==> src/rtl/cache_bank_dp.sv <==
// Dual-port cache data bank: one data array, a per-line written flag, registered
// read ports and a sequential flush engine that clears the written flags.
module cache_bank_dp #(
  parameter int unsigned DATA_WIDTH = 32,
  parameter int unsigned ADDR_WIDTH = 6,
  parameter int unsigned LINES      = 2**ADDR_WIDTH
) (
  input  logic                  clk,
  input  logic                  reset,
  input  logic                  flush,
  output logic                  flushBusy,
  input  logic                  cacheEnable_A,
  input  logic [ADDR_WIDTH-1:0] cacheAddressIn_A,
  input  logic [DATA_WIDTH-1:0] cacheDataIn_A,
  input  logic                  memWrite_A,
  output logic [DATA_WIDTH-1:0] cacheDataOut_A,
  output logic                  portA_writtenTo,
  input  logic                  cacheEnable_B,
  input  logic [ADDR_WIDTH-1:0] cacheAddressIn_B,
  input  logic [DATA_WIDTH-1:0] cacheDataIn_B,
  input  logic                  memWrite_B,
  output logic [DATA_WIDTH-1:0] cacheDataOut_B,
  output logic                  portB_writtenTo,
  output logic                  writeCollision
);

  localparam logic [ADDR_WIDTH-1:0] LAST_LINE = ADDR_WIDTH'(LINES - 1);

  typedef enum logic {
    IDLE  = 1'b0,
    FLUSH = 1'b1
  } state_t;

  state_t                state_q, state_d;
  logic [ADDR_WIDTH-1:0] ptr_q, ptr_d;
  logic                  busy_q, busy_d;

  logic [DATA_WIDTH-1:0] mem_q [LINES];
  logic [LINES-1:0]      written_q;

  logic [DATA_WIDTH-1:0] dout_a_q, dout_b_q;
  logic                  wt_a_q, wt_b_q;
  logic                  coll_q;

  logic idle_c, acc_a_c, acc_b_c, rd_a_c, rd_b_c, wr_a_c, wr_b_c, collide_c, wr_b_eff_c;

  // Port accesses are only honoured while the flush engine is idle
  always_comb begin
    idle_c     = (state_q == IDLE);
    acc_a_c    = cacheEnable_A & idle_c;
    acc_b_c    = cacheEnable_B & idle_c;
    rd_a_c     = acc_a_c & memWrite_A;
    rd_b_c     = acc_b_c & memWrite_B;
    wr_a_c     = acc_a_c & ~memWrite_A;
    wr_b_c     = acc_b_c & ~memWrite_B;
    collide_c  = wr_a_c & wr_b_c & (cacheAddressIn_A == cacheAddressIn_B);
    wr_b_eff_c = wr_b_c & ~collide_c;
  end

  always_ff @(posedge clk or posedge reset) begin
    if (reset) begin
      state_q <= IDLE;
      ptr_q   <= '0;
      busy_q  <= 1'b0;
    end else begin
      state_q <= state_d;
      ptr_q   <= ptr_d;
      busy_q  <= busy_d;
    end
  end

  // Sweep ends by comparison on the last line; a held flush re-arms immediately
  always_comb begin
    state_d = state_q;
    ptr_d   = ptr_q;
    busy_d  = busy_q;
    case (state_q)
      IDLE: begin
        if (flush) begin
          state_d = FLUSH;
          ptr_d   = '0;
          busy_d  = 1'b1;
        end
      end
      FLUSH: begin
        if (ptr_q == LAST_LINE) begin
          ptr_d = '0;
          if (flush) begin
            state_d = FLUSH;
            busy_d  = 1'b1;
          end else begin
            state_d = IDLE;
            busy_d  = 1'b0;
          end
        end else begin
          ptr_d = ptr_q + ADDR_WIDTH'(1);
        end
      end
    endcase
  end

  // Data array is not reset; port A wins a same-address write collision
  always_ff @(posedge clk) begin
    if (wr_b_eff_c) mem_q[cacheAddressIn_B] <= cacheDataIn_B;
    if (wr_a_c)     mem_q[cacheAddressIn_A] <= cacheDataIn_A;
  end

  always_ff @(posedge clk or posedge reset) begin
    if (reset) begin
      written_q <= '0;
    end else begin
      if (state_q == FLUSH) written_q[ptr_q] <= 1'b0;
      if (wr_a_c)           written_q[cacheAddressIn_A] <= 1'b1;
      if (wr_b_c)           written_q[cacheAddressIn_B] <= 1'b1;
    end
  end

  // Registered read ports; reads see pre-write contents of this edge
  always_ff @(posedge clk or posedge reset) begin
    if (reset) begin
      dout_a_q <= '0;
      dout_b_q <= '0;
      wt_a_q   <= 1'b0;
      wt_b_q   <= 1'b0;
      coll_q   <= 1'b0;
    end else begin
      if (rd_a_c)  dout_a_q <= mem_q[cacheAddressIn_A];
      if (rd_b_c)  dout_b_q <= mem_q[cacheAddressIn_B];
      if (acc_a_c) wt_a_q   <= memWrite_A ? written_q[cacheAddressIn_A] : 1'b1;
      if (acc_b_c) wt_b_q   <= memWrite_B ? written_q[cacheAddressIn_B] : 1'b1;
      coll_q <= collide_c;
    end
  end

  assign flushBusy       = busy_q;
  assign cacheDataOut_A  = dout_a_q;
  assign cacheDataOut_B  = dout_b_q;
  assign portA_writtenTo = wt_a_q;
  assign portB_writtenTo = wt_b_q;
  assign writeCollision  = coll_q;

endmodule

==> config.mk <==
export PLATFORM = sky130hd
export DESIGN_NAME = cache_bank_dp
export DESIGN_NICKNAME = d
export VERILOG_FILES = /design/src/rtl/cache_bank_dp.sv
export SDC_FILE = /design/constraint.sdc
export NUM_CORES = 2
export LEC_CHECK = 0
export CORE_UTILIZATION = 30
export CTS_CLUSTER_DIAMETER = 30
export CTS_CLUSTER_SIZE = 25
export DETAILED_ROUTE_END_ITERATION = 16
export MAX_ROUTING_LAYER = met4
export PLACE_DENSITY = 0.48
export SLEW_MARGIN = 0
export SYNTH_ARGS = -nofsm -noshare
export SYNTH_HDL_FRONTEND = slang
export SYNTH_SLANG_ARGS = --single-unit
==> constraint.sdc <==
create_clock -name clk -period 10.6 [get_ports clk]
set_clock_uncertainty 0.2 [all_clocks]
set_input_delay 2.65 -clock clk [delete_from_list [all_inputs] [get_ports clk]]
set_output_delay 2.65 -clock clk [all_outputs]
set_load 0.02 [all_outputs]
==> reports/results.tsv <==
metric	value	unit
clock insertion delay at the later pin of the skew report	1.09	ns
setup_tns	0	ns
RR Startpoint	state_q	
Slew Viols, Final	2	
initial antenna violation count	60	
Root Buffer	clkbuf_16	
Slew @ Worst Pin	1.75	ns
synthesized area	0.128	mm^2
H-tree depth	6	
core area	0.424	mm^2
Hold EP	written_q[61]	
gr usage total	32.5	%
Vias	102041	
Post-CTS Setup Bufs	0	
net switching power	8350	uW
CTS hold repair buffers	0	
WS Path Type	in2reg	
HP Start	written_q[61]	
drt wl/cell	45.2	um
CP Cell Sequence	clkdlybuf4s50_1 -> or3b_2 -> buf_4 -> nor2_1 -> a22oi_1 -> o21ai_0 -> nor3_1 -> a41oi_1	
part of the power in registers	31.8	%
arrival time worst endpoint	7.81	ns
Post-synth EDFFs	2048	
Yosys warnings	0	
WL final	702	mm
row count	239	
Ports	151	
FMAX	0.140	GHz
Synth Instances	9342	
simple-gate share of the synthesized area	2.81	%
Worst Path Max Fanout	18	
PwrDens	200	mW/mm^2
unrepaired setup endpoints after global routing	false	
R2R setup slack	4.88	ns
CP required	11.27	ns
number of buffers added on ports	150	
first-pass GRT wire length	920	mm
# setup viols final	0	
clock share of power	58.1	%
share of cells above drive strength 1	45.0	%
syn_nets	9426	
post-synthesis xor/xnor area fraction	0.0547	%
Crit path largest cell delay	1.07	ns
Hold Fails Final Rpt	0	
area grow syn2layout	21.7	%
Post-synth ARST share	6.36	%
post-synthesis cell type count	76	
Final Power	31100	uW
Residual DRC	0	
clk sinks	2187	
Die Span X	655	um
Worst Setup End Kind	flip-flop	
DRT Pass-1 Iters	9	
status	finished with violations	
clock buffer count from CTS	600	
Net Sw Frac	26.8	%
Seq. cell area	0.0650	mm^2
Leakage Power	0.0526	uW
Initial Util	30.2	%
Clock transition at path regs	0.04	ns
post_cts resized	0	
antenna-violating nets left	0	
Clock Tree Buf Depth	4	
Tcrit/Tclk final	67.3	%
mux contribution to synthesized area	31.0	%
CP startpoint kind	primary input	
DRT iter0 DRCs	17194	
nets	9389	
Synth Area in Compound Gates	10.9	%
Filler cells	40434	
largest family of logic cells by synthesized area	multiplexers	
worst IR drop on VDD	151	uV
Die Footprint	0.430	mm^2
slowest CP cell	clkdlybuf4s50_1	
vias per cell	6.58	
failing checks	max-capacitance violations, max-slew violations	
path depth of the worst reg2reg path	6	
Most used DFF post-synth	edfxtp_1	
sequential-to-total area share from yosys stat	50.7	%
Worst path top cell family by delay	simple AND/OR/NAND/NOR gates	
Internal Power	22800	uW
CTS tree	built	
Worst slew margin	-17.2	%
Die Span Y	655	um
FF+latch count, synth	2187	
Mapped Avg Cell Area	13.7	um^2
Final GP Congestion	0.972	
Logic pwr share	10.2	%
Final Critical Period	7.14	ns
Max Cap Violations	1	
worst hold path depth	2	
fin util	36.7	%
number of global-route vias before repair	97257	
Worst Path Buf+Inv	2	
largest net degree at the start of global routing	99	
synthesized-area fraction occupied by adder cells	0.00977	%
multi-input logic area	0.0586	mm^2
RR Endpoint	mem_q[16][13]	
Worst Hold Class	reg2reg	
DP HPWL	431	mm
global route overflow	0	
## stage by stage
stage | hold slack, ns | worst slack (ns) | area, um^2 | std cells
after floorplan | 0.291 | 3.66 | 128000 | 9342
after global placement | 0.310 | 2.03 | 136000 | 14360
after detailed placement | 0.324 | 2.70 | 136000 | 14364
after CTS | 0.334 | 3.80 | 156000 | 15469
after global routing | 0.366 | 3.63 | 156000 | 15496
final | 0.337 | 3.46 | 156000 | 15519
## kinds of logic after synthesis
kind of cell,Yosys count
muxes,3203
DFF,2187
AOI/OAI and AO/OA,1949
buffers and inverters,1242
and+or+nand+nor,752
xor gates and xnor gates,8
adders and majority gates,1
## power groups by stage
| stage | combinational [uW] | sequential [uW] | clock (uW) |
|---|---|---|---|
| 3_5_place_dp | 3050 | 10000 | 0 |
| 3_3_place_gp | 3020 | 10000 | 0 |
| 6_report | 3170 | 9880 | 18100 |
| 2_1_floorplan | 1650 | 9910 | 0 |
| 4_1_cts | 3060 | 9870 | 18100 |
| 5_1_grt | 3190 | 9880 | 18600 |
## layout make-up
type / count / area share (%)
Inverter: 9 / 0.0442
Sequential cell: 2187 / 41.7
Tap cell: 5663 / 4.55
Clock buffer: 723 / 10.1
Multi-Input combinational cell: 5913 / 37.6
Timing Repair Buffer: 594 / 3.17
Antenna cell: 48 / 0.0771
Clock inverter: 382 / 2.76
## worst register-to-register path, cell delays in order (launching register included)
cell and delay [ns]:
dfrtp_1 0.64, nor2b_1 1.13, nand2b_1 0.59, nor3_4 0.84
nand2_2 0.88, o21ai_4 0.60, buf_4 0.43
## worst max path at each step
| stage | cells after the start | endpoint | start |
|---|---|---|---|
| finish | 8 | cacheDataOut_A[13] | cacheAddressIn_A[5] |
| global route | 7 | mem_q[16][12] | cacheEnable_A |
| CTS | 7 | cacheDataOut_B[31] | cacheAddressIn_B[3] |
| detailed placement | 7 | cacheDataOut_B[31] | cacheAddressIn_B[3] |
| global placement | 8 | cacheDataOut_A[25] | cacheAddressIn_A[5] |
| floorplan | 6 | mem_q[63][0] | cacheAddressIn_B[0] |
## layout by cell type (no fill, tap or decap), types with 28 or more instances in the layout
| master | netlist | routed |
|---|---|---|
| buf_4 | 95 | 417 |
| a211oi_1 | 28 | 28 |
| a31oi_1 | 46 | 46 |
| o2bb2ai_1 | 28 | 28 |
| clkinvlp_4 | 0 | 34 |
| a21oi_1 | 245 | 245 |
| bufinv_16 | 0 | 63 |
| mux2i_1 | 419 | 419 |
| a221o_1 | 97 | 97 |
| nand2_2 | 17 | 56 |
| buf_2 | 285 | 58 |
| mux2_2 | 2409 | 2409 |
| a22oi_1 | 318 | 318 |
| o21ai_4 | 0 | 52 |
| a221oi_1 | 359 | 358 |
| clkbuf_16 | 0 | 604 |
| clkbuf_1 | 594 | 98 |
| clkdlybuf4s50_1 | 0 | 80 |
| dfrtp_1 | 139 | 139 |
| o22ai_1 | 182 | 171 |
| nand2b_1 | 77 | 73 |
| buf_12 | 0 | 29 |
| diode_2 | 0 | 48 |
| edfxtp_1 | 2048 | 2048 |
| nand3_1 | 48 | 46 |
| o21ai_0 | 356 | 300 |
| o32a_1 | 36 | 36 |
| clkinv_1 | 0 | 109 |
| clkinv_2 | 0 | 100 |
| a22o_1 | 73 | 73 |
| mux4_2 | 367 | 367 |
| nor2_1 | 239 | 217 |
| nand2_1 | 222 | 179 |
## cells in the mapped netlist, types with 23 or more instances
cell | instances | area share, %
mux4_2 | 367 | 6.5
a22oi_1 | 318 | 1.9
a21oi_1 | 245 | 0.96
a211oi_1 | 28 | 0.16
buf_6 | 53 | 0.47
dfrtp_1 | 139 | 2.7
a222oi_1 | 23 | 0.18
mux2i_1 | 419 | 3.3
o21ai_0 | 356 | 1.4
buf_2 | 285 | 1.1
a221oi_1 | 359 | 2.5
mux2_2 | 2409 | 21
nor2b_1 | 23 | 0.11
a22o_1 | 73 | 0.50
a31oi_1 | 46 | 0.22
o221ai_1 | 26 | 0.18
edfxtp_1 | 2048 | 48
o22ai_1 | 182 | 0.89
nand3_1 | 48 | 0.19
o32a_1 | 36 | 0.28
buf_1 | 206 | 0.60
buf_4 | 95 | 0.56
nor2_1 | 239 | 0.70
nand2b_1 | 77 | 0.38
clkbuf_1 | 594 | 1.7
a221o_1 | 97 | 0.76
nand2_1 | 222 | 0.65
o2bb2ai_1 | 28 | 0.19
## flip-flops by register name (all words and copies together), names as in the netlist, 6 cells and up
| register | flops |
|---|---|
| cacheDataOut_B | 32 |
| written_q | 64 |
| mem_q | 2048 |
| cacheDataOut_A | 32 |
| ptr_q | 6 |
## per-layer routing
layer  vias to the layer above  track usage (%)  share of wire (%)
li1                      37789                -                  -
met1                     53486             39.5                 37
met2                      8626             45.8                 42
met3                      2140             8.44                 12
met4                         0             25.1                9.4
met5                         -                -                  0
No activity file was read; power rests on OpenSTA's default activity.
